File: config.mk
export PLATFORM = sky130hd
export DESIGN_NAME = uart_cmd_link
export DESIGN_NICKNAME = d
export VERILOG_FILES = /design/src/rtl/uart_cmd_pkg.sv /design/src/rtl/cmd_sync_fifo.sv /design/src/rtl/uart_cmd_link.sv
export SDC_FILE = /design/constraint.sdc
export NUM_CORES = 1
export LEC_CHECK = 0
export ABC_AREA = 1
export BUFFER_PORTS_ARGS = -buffer_cell sky130_fd_sc_hd__buf_2
export CAP_MARGIN = 40
export CELL_PAD_IN_SITES_DETAIL_PLACEMENT = 0
export CELL_PAD_IN_SITES_GLOBAL_PLACEMENT = 2
export CORE_AREA = 3 3 276 278
export DETAILED_ROUTE_END_ITERATION = 10
export DIE_AREA = 0 0 279 281
export PLACE_DENSITY_LB_ADDON = 0.12
export SYNTH_ARGS = -nofsm -noshare
export SYNTH_HDL_FRONTEND = slang
export SYNTH_SLANG_ARGS = --single-unit
File: constraint.sdc
create_clock -name CLK -period 3.65 [get_ports CLK]
set_input_delay 0.365 -clock CLK [delete_from_list [all_inputs] [get_ports CLK]]
set_output_delay 0.365 -clock CLK [all_outputs]
set_load 0.05 [all_outputs]
File: src/rtl/uart_cmd_pkg.sv
// uart_cmd_pkg: shared constants, state encoding and bit-timing helper for the serial command link.
package uart_cmd_pkg;
    localparam int WORD_W_DEF = 32;
    typedef enum logic [1:0] {IDLE, START, DATA, STOP} uartState_t;
    function automatic int bitCyc(input int clkFreq, input int baud);
        return (clkFreq + baud / 2) / baud;
    endfunction
endpackage

File: src/rtl/cmd_sync_fifo.sv
// cmd_sync_fifo: single-clock command FIFO, normal (registered read) mode with registered flags.
module cmd_sync_fifo
    import uart_cmd_pkg::*;
#(
    parameter int DEPTH = 16,
    parameter int W = WORD_W_DEF
) (
    input  logic                       CLK,
    input  logic                       reset,
    input  logic [W-1:0]               wrData,
    input  logic                       wrReq,
    input  logic                       rdReq,
    output logic [W-1:0]               rdData,
    output logic                       empty,
    output logic                       full,
    output logic [$clog2(DEPTH):0]     usedW
);
    localparam int AW = $clog2(DEPTH);
    logic [W-1:0] mem [DEPTH];
    logic [AW-1:0] wrPtr, rdPtr;
    logic wrOk, rdOk;
    logic [AW:0] usedNext;
    // a full FIFO still takes a write when a read frees the slot in the same cycle
    assign wrOk = wrReq && (!full || rdReq);
    assign rdOk = rdReq && !empty;
    assign usedNext = usedW + (AW+1)'(wrOk) - (AW+1)'(rdOk);
    always_ff @(posedge CLK)
        if (!reset && wrOk) mem[wrPtr] <= wrData;
    always_ff @(posedge CLK) begin
        if (reset) begin
            wrPtr  <= '0;
            rdPtr  <= '0;
            rdData <= '0;
            usedW  <= '0;
            empty  <= 1'b1;
            full   <= 1'b0;
        end else begin
            if (wrOk) wrPtr <= wrPtr + AW'(1);
            if (rdOk) begin
                rdData <= mem[rdPtr];
                rdPtr  <= rdPtr + AW'(1);
            end
            usedW <= usedNext;
            empty <= usedNext == '0;
            full  <= usedNext == (AW+1)'(DEPTH);
        end
    end
endmodule

File: src/rtl/uart_cmd_link.sv
// uart_cmd_link: 8N1 UART RX/TX plus command FIFO for the motor-control front-end.
// Define UART_FRAME_ERR_EN to add the rx_frame_err pulse output.
module uart_cmd_link
    import uart_cmd_pkg::*;
#(
    parameter int CLK_FREQ   = 24000000,
    parameter int BAUD       = 230400,
    parameter int FIFO_DEPTH = 16,
    parameter int WORD_W     = WORD_W_DEF
) (
    input  logic                          CLK,
    input  logic                          reset,
    input  logic                          rxd,
    output logic [7:0]                    rx_data,
    output logic                          rx_data_ready,
`ifdef UART_FRAME_ERR_EN
    output logic                          rx_frame_err,
`endif
    output logic                          txd,
    input  logic                          tx_start,
    input  logic [7:0]                    tx_data,
    output logic                          tx_busy,
    input  logic [WORD_W-1:0]             fifo_data,
    input  logic                          fifo_wrreq,
    input  logic                          fifo_rdreq,
    output logic [WORD_W-1:0]             fifo_q,
    output logic                          fifo_empty,
    output logic                          fifo_full,
    output logic [$clog2(FIFO_DEPTH):0]   fifo_usedw
);
    localparam int BIT_CYC  = bitCyc(CLK_FREQ, BAUD);
    localparam int HALF_CYC = BIT_CYC / 2;
    localparam logic [15:0] BIT_LAST  = 16'(BIT_CYC - 1);
    localparam logic [15:0] HALF_LAST = 16'(HALF_CYC - 1);

    logic rxMeta, rxSync, rxPrev;
    uartState_t rxState;
    logic [15:0] rxCnt;
    logic [2:0] rxBit;
    logic [7:0] rxShift;
    always_ff @(posedge CLK) begin
        if (reset) begin
            rxMeta        <= 1'b1;
            rxSync        <= 1'b1;
            rxPrev        <= 1'b1;
            rxState       <= IDLE;
            rxCnt         <= '0;
            rxBit         <= '0;
            rxShift       <= '0;
            rx_data       <= '0;
            rx_data_ready <= 1'b0;
`ifdef UART_FRAME_ERR_EN
            rx_frame_err  <= 1'b0;
`endif
        end else begin
            rxMeta        <= rxd;
            rxSync        <= rxMeta;
            rxPrev        <= rxSync;
            rx_data_ready <= 1'b0;
`ifdef UART_FRAME_ERR_EN
            rx_frame_err  <= 1'b0;
`endif
            rxCnt <= rxCnt + 16'd1;
            case (rxState)
                IDLE: begin
                    rxCnt <= '0;
                    if (rxPrev && !rxSync) rxState <= START;
                end
                START: if (rxCnt == HALF_LAST) begin
                    rxCnt   <= '0;
                    rxBit   <= '0;
                    rxState <= rxSync ? IDLE : DATA;
                end
                DATA: if (rxCnt == BIT_LAST) begin
                    rxCnt   <= '0;
                    rxShift <= {rxSync, rxShift[7:1]};
                    rxBit   <= rxBit + 3'd1;
                    if (rxBit == 3'd7) rxState <= STOP;
                end
                STOP: if (rxCnt == BIT_LAST) begin
                    rxCnt   <= '0;
                    rxState <= IDLE;
                    if (rxSync) begin
                        rx_data       <= rxShift;
                        rx_data_ready <= 1'b1;
                    end
`ifdef UART_FRAME_ERR_EN
                    rx_frame_err <= !rxSync;
`else
                    // a low stop bit just drops the byte
`endif
                end
                default: rxState <= IDLE;
            endcase
        end
    end

    uartState_t txState;
    logic [15:0] txCnt;
    logic [2:0] txBit;
    logic [7:0] txShift;
    always_ff @(posedge CLK) begin
        if (reset) begin
            txState <= IDLE;
            txd     <= 1'b1;
            tx_busy <= 1'b0;
            txCnt   <= '0;
            txBit   <= '0;
            txShift <= '0;
        end else begin
            txCnt <= txCnt + 16'd1;
            case (txState)
                IDLE: begin
                    txCnt <= '0;
                    if (tx_start) begin
                        txShift <= tx_data;
                        txd     <= 1'b0;
                        tx_busy <= 1'b1;
                        txState <= START;
                    end
                end
                START: if (txCnt == BIT_LAST) begin
                    txCnt   <= '0;
                    txBit   <= '0;
                    txd     <= txShift[0];
                    txShift <= {1'b0, txShift[7:1]};
                    txState <= DATA;
                end
                DATA: if (txCnt == BIT_LAST) begin
                    txCnt   <= '0;
                    txBit   <= txBit + 3'd1;
                    txd     <= txBit == 3'd7 ? 1'b1 : txShift[0];
                    txShift <= {1'b0, txShift[7:1]};
                    if (txBit == 3'd7) txState <= STOP;
                end
                STOP: if (txCnt == BIT_LAST) begin
                    txCnt <= '0;
                    // a held request chains the next frame with no idle gap
                    if (tx_start) begin
                        txShift <= tx_data;
                        txd     <= 1'b0;
                        txState <= START;
                    end else begin
                        tx_busy <= 1'b0;
                        txState <= IDLE;
                    end
                end
                default: txState <= IDLE;
            endcase
        end
    end

    cmd_sync_fifo #(.DEPTH(FIFO_DEPTH), .W(WORD_W)) fifo (
        .CLK    (CLK),
        .reset  (reset),
        .wrData (fifo_data),
        .wrReq  (fifo_wrreq),
        .rdReq  (fifo_rdreq),
        .rdData (fifo_q),
        .empty  (fifo_empty),
        .full   (fifo_full),
        .usedW  (fifo_usedw)
    );
endmodule

# Yosys cells after proc, flatten, opt, wreduce, memory -nomap -nowiden
# Memory sizes are Yosys's and may differ from the RTL's. A register that Yosys moved wholly into a read port is not among the register bits.
# Index checks and enable logic that the tools add are counted.
# op_classes
addsub,8
n_eq_ne,24
n_mux,42
n_bitwise,2
reduce_logical,28
# op_table
cell,count
16-bit 2-to-1 mux,3
16-bit one-hot mux with 3 select lines,1
16-bit by 1-bit adder with 16-bit output (second input constant),2
16-bit by 7-bit == test with 1-bit output (second input constant),2
16-bit one-hot mux with 2 select lines,1
8-bit 2-to-1 mux,3
8-bit one-hot mux with 3 select lines,1
2-bit 2-to-1 mux,11
2-bit != test (second input constant),11
16-bit by 6-bit == test with 1-bit output (second input constant),1
2-bit one-hot mux with 4 select lines,2
1-bit 2-to-1 mux,12
3-bit 2-to-1 mux,4
3-bit one-hot mux with 2 select lines,2
3-bit AND reduction,4
5-bit AND reduction,2
4-bit by 1-bit adder with 4-bit output (second input constant),2
2-bit == test (second input constant),4
3-bit by 1-bit adder with 3-bit output (second input constant),2
3-bit == test (second input constant),2
2-bit nonzero test,3
3-bit OR reduction,2
5-bit by 1-bit adder with 5-bit output,1
5-bit == test (second input constant),1
other kinds (14),25
# word_totals
regBits,87
mem_bits_rw,512
in_bits,46
output_inout_bits,50
wordCells,125
mem_count,1
# memory_table
memory,words,word_bits,read_ports,rd_clocked_by_memory_dff,write_ports,line,text
fifo.mem,16,32,1,1,1,cmd_sync_fifo.sv:19,logic [W-1:0] mem [DEPTH];

# Logic depth before layout (Yosys ltp)
# depth
word_depth,6
depth_mapped,13
ltp_nobuf,12

# Modules after synthesis
# From an unflattened synthesis, not the netlist that was laid out.
# hier_totals
hier_cells,2445
area_unflattened_um2,26111.3
# modules_own_cells
mod,instances,cells_each,area_per_inst_um2,seq_area_each_um2
cmd_sync_fifo,1,1966,22659.2,16315.6
uart_cmd_link,1,479,3452.1,1441.4

# Worst setup path before layout
# No wires, ideal clock.
# synth_timing
path_kind,register to register
from,reg fifo.full
to,"mem fifo.mem[12][0] (netlist bit), enable pin"
setup_time_ps,461
arrival_time_ps,3178
required_time_ps,3189
slack_ps,11
path_stages_with_launch,6
path_buffers,0
period_less_slack_ps,3639
cell_sequence,dfxtp_1 -> nand2_1 -> nand2_1 -> inv_1 -> nand2_1 -> nor3_1
# synth_between
elab_chain_cells,6
# synth_lines
item,line,text
"start, declared",cmd_sync_fifo.sv:15,"output logic full,"
"start signal, assigned",cmd_sync_fifo.sv:45,full <= usedNext == (AW+1)'(DEPTH);
1-bit zero test,cmd_sync_fifo.sv:24,assign wrOk = wrReq && (!full || rdReq);
1-bit logical OR,cmd_sync_fifo.sv:24,
1-bit logical AND,cmd_sync_fifo.sv:24,
1-bit logical AND,cmd_sync_fifo.sv:28,if (!reset && wrOk) mem[wrPtr] <= wrData;
1-bit 2-to-1 mux,cmd_sync_fifo.sv:28,
1-bit 2-to-1 mux (implied by the code),cmd_sync_fifo.sv:28,
"end, declared",cmd_sync_fifo.sv:19,
# Every way passes these cells.

# Worst setup path after layout
# layout_timing
from,reg fifo.full
to,"mem fifo.mem[11][30] (netlist bit), enable pin"
# The elaborated chain is that of the path after synthesis.

==> out/results.tsv <==
stage	metric	value	unit
route	drt-wirelength-per-cell	19.97	um
sta	skew	21.66	ps
sta	timing.final.crit_share	0.6413	
clock_network	cts_buffer_depth	3	
cells_and_area	finalNonFillerCells	3522	
worst_hold_path	hold_path_depth	3	
die	dieArea	0.07840	mm^2
power	vdd_drop_max	390.1	uV
clock_network	htreeDepth	3	
route	detail_route.first_pass.iterations	5	
worst_setup_path	path_depth	6	
route	route.detailed.drc	0	
power	powerDensity	634.8	mW/mm^2
clock_network	cts_tree	done	
die	die_h	281	um
placed_design	gp_congestion	0.7883	
sta	hold_violations	0	
sta	maxSlewHeadroom	0.4204	
cells_and_area	area_delta_synth_final	15.45	%
power	total_leakage_power	11.11	nW
worst_setup_path	crit_path_max_fanout	21	
placed_design	dp.cells	3386	
global_route	antenna_found_initial	1	
clock_network	insertion_delay	620	ps
cells_and_area	drive_gt1_frac	0.1105	
sta	finalSetupTns	0	ps
synthesis	ys_warn_count	0	
route	routed_wl	70.35	mm
worst_setup_path	end_kind	flip-flop	
clock_network	root_buffer	clkbuf_16	
synthesis	ys_ff_latch	631	
run_status	outcome	complete, no violations	
global_route	grt_max_degree	131	
sta	min_period	2341	ps
clock_network	cts_buffers	73	
worst_setup_path	cp.arrival	2640	ps
sta	rsz0062_at_grt	no	
die	die_w	279	um
route	via_count	17250	
die	start_util	0.3474	
global_route	grt-ovfl-total	0	
worst_setup_path	crit_family	simple AND/OR/NAND/NOR gates	
cells_and_area	fin_nets	2560	
worst_setup_path	cp_slowest_stage_delay	600	ps
cells_and_area	diodes	0	
worst_setup_path	startpoint_type	flip-flop	
worst_setup_path	crit_buf_inv	2	
power	p_total	18.89	mW
synthesis	ys_types	40	
die	coreArea	0.07420	mm^2
die	rows	100	
route	viasPerCell	4.898	
clock_network	clkTransAtPathRegs	60	ps
synthesis	synth_cells	2407	
placed_design	hpwl	36.62	mm
worst_hold_path	min_path_type	in2reg	
worst_setup_path	reg2regPathDepth	6	
synthesis	syn_area	0.02577	mm^2
clock_network	cts.sinks	631	
global_route	grt_pass1_wl	107.0	mm
synthesis	avgSynthCellArea	10.71	um^2
sta	tightest_slew	869.4	ps
sta	finalSetupViolCount	0	
worst_setup_path	crit_path_top_delay_cell	nor2_4	
global_route	track_usage	0.1799	
worst_setup_path	crit_top_cell	nand2_1	
job	maxCapViolCount	0	
worst_setup_path	critPathKind	reg2reg	
placed_design	numPortBuffers	95	
sta	drv_slew	0	
sta	clock.fmax	0.4272	GHz
worst_setup_path	crit_chain	nand2_1, nand2_1, inv_1, nand4_1, nor2_4, buf_12	
synthesis	syn_nets	2474	
synthesis	seq_area_frac_synth	0.6889	
worst_setup_path	crit_required	3950	ps
global_route	grt_pass1_vias	17290	
route	drtIter0Drc	1185	
route	ant_nets	0	
die	num_io_pins	96	
-- synthesized netlist by cell type (all sizes together) --
| cell type | instances | area [um^2] |
|---|---|---|
| clkbuf | 25 | 93.84 |
| dfxtp | 119 | 2382 |
| xor2 | 8 | 70.07 |
| nor3 | 27 | 146.4 |
| xnor2 | 4 | 35.03 |
| a21oi | 70 | 354.1 |
| nor2 | 178 | 673.1 |
| o211ai | 3 | 22.52 |
| nand3b | 2 | 15.01 |
| o21ai | 61 | 312.8 |
| o22ai | 1 | 6.260 |
| buf | 102 | 631.8 |
| o21bai | 1 | 7.510 |
| inv | 108 | 407.9 |
| ha | 20 | 250.2 |
| o21a | 2 | 15.01 |
| nand4 | 13 | 81.33 |
| nand2 | 728 | 2748 |
| edfxtp | 512 | 15370 |
| fa | 1 | 20.02 |
| a211oi | 1 | 7.510 |
| nand3 | 411 | 2062 |
| clkinv | 2 | 7.510 |
| a31oi | 1 | 6.260 |
| nor4 | 2 | 12.51 |
| or2 | 5 | 31.28 |
-- kinds of logic after synthesis --
family	Yosys count	share of synthesized area
buffers and inverters	237	0.04427
adder cells (fa/ha/maj)	21	0.01049
flip-flops	631	0.6889
AND/OR/NAND/NOR	1366	0.2238
AO/OA/AOI/OAI	140	0.02840
XOR/XNOR	12	0.004078
-- sequential cells by signal, indices dropped and copies added (netlist names), named ones only --
register / count
fifo.mem: 512
fifo.rdData: 32
rxCnt: 16
txCnt: 16
rxShift: 8
rx_data: 8
txShift: 8
fifo.usedW: 5
fifo.rdPtr: 4
fifo.wrPtr: 4
rxBit: 3
txBit: 3
txState: 2
fifo.empty: 1
fifo.full: 1
rxMeta: 1
rxPrev: 1
rxState: 1
rxSync: 1
rx_data_ready: 1
tx_busy: 1
txd: 1
-- routing by layer --
layer / global-route usage / vias to the layer above / part of all wire
li1: - / 8407 / -
met1: 0.2425 / 8433 / 0.47
met2: 0.3044 / 324 / 0.48
met3: 0.03157 / 83 / 0.039
met4: 0.04094 / 2 / 0.017
met5: 0 / - / 0.00013
-- final timing paths --
| kind | startpoint | endpoint | slack (ps) |
|---|---|---|---|
| worst max register to register | fifo.full | fifo.mem[11][30] | 1310 |
| worst min register to register | rxMeta | rxSync | 410 |
| worst max-delay path | fifo.full | fifo.mem[11][30] | 1310 |
| worst min-delay path | tx_data[7] | txShift[7] | 50 |
-- cell type report --
cell class              instances  area (um^2)
clock buffers                 107         2067
fillers                      7267        44440
repair buffers                138         1033
multi-input cells            1539         6984
clock inverters                28        269.0
inverters                     110        420.4
well taps                     969         1212
flip-flops and latches        631        17770
-- repair_timing --
action | 4_1_cts | 5_1_grt
endpoints found under the hold margin | 1 | 0
buffers inserted | 0 | 0
resized for setup | 0 | 0
hold buffers | 1 | 0
-- worst reg2reg max path: stages (launching register included) --
cell	delay (ps)
dfxtp_1	310
nand2_1	100
nand2_1	110
inv_1	200
nand4_1	440
nor2_4	600
buf_12	280
-- cell usage in the layout (no fill, tap or decap), types with 4 or more instances in the layout --
| cell type | n |
|---|---|
| ha_1 | 20 |
| clkbuf_8 | 7 |
| xnor2_1 | 4 |
| clkinv_1 | 12 |
| nand2_1 | 722 |
| xor2_1 | 8 |
| bufinv_16 | 4 |
| nand2_2 | 6 |
| nor2_4 | 9 |
| clkbuf_1 | 25 |
| dfxtp_1 | 115 |
| edfxtp_1 | 512 |
| buf_4 | 24 |
| nand4_1 | 13 |
| clkbuf_16 | 75 |
| buf_2 | 95 |
| buf_12 | 17 |
| inv_2 | 5 |
| inv_6 | 4 |
| a21oi_1 | 69 |
| nand3_1 | 410 |
| o21ai_0 | 28 |
| o21ai_1 | 31 |
| nor3_2 | 8 |
| or2_2 | 4 |
| clkinv_2 | 9 |
| nor3_1 | 18 |
| inv_1 | 101 |
| nor2_1 | 167 |
-- stage by stage --
stage               setup slack [ps]    util  hold WS [ps]  instance area (um^2)
floorplan                      10.75       -         389.5                 25770
global placement                1117  0.3688         399.8                 27360
detailed placement              1078  0.3694         397.1                 27410
CTS                             1296  0.4010         9.525                 29760
global route                    1112  0.4010         30.52                 29760
finish                          1309  0.4010         51.42                 29760
-- power by group --
part	switching [mW]	internal (mW)	total [mW]
clock network	2.92	4.23	7.15
logic	2.59	0.965	3.55
registers	0.155	8.03	8.19
(Power assumes the default switching activity.)
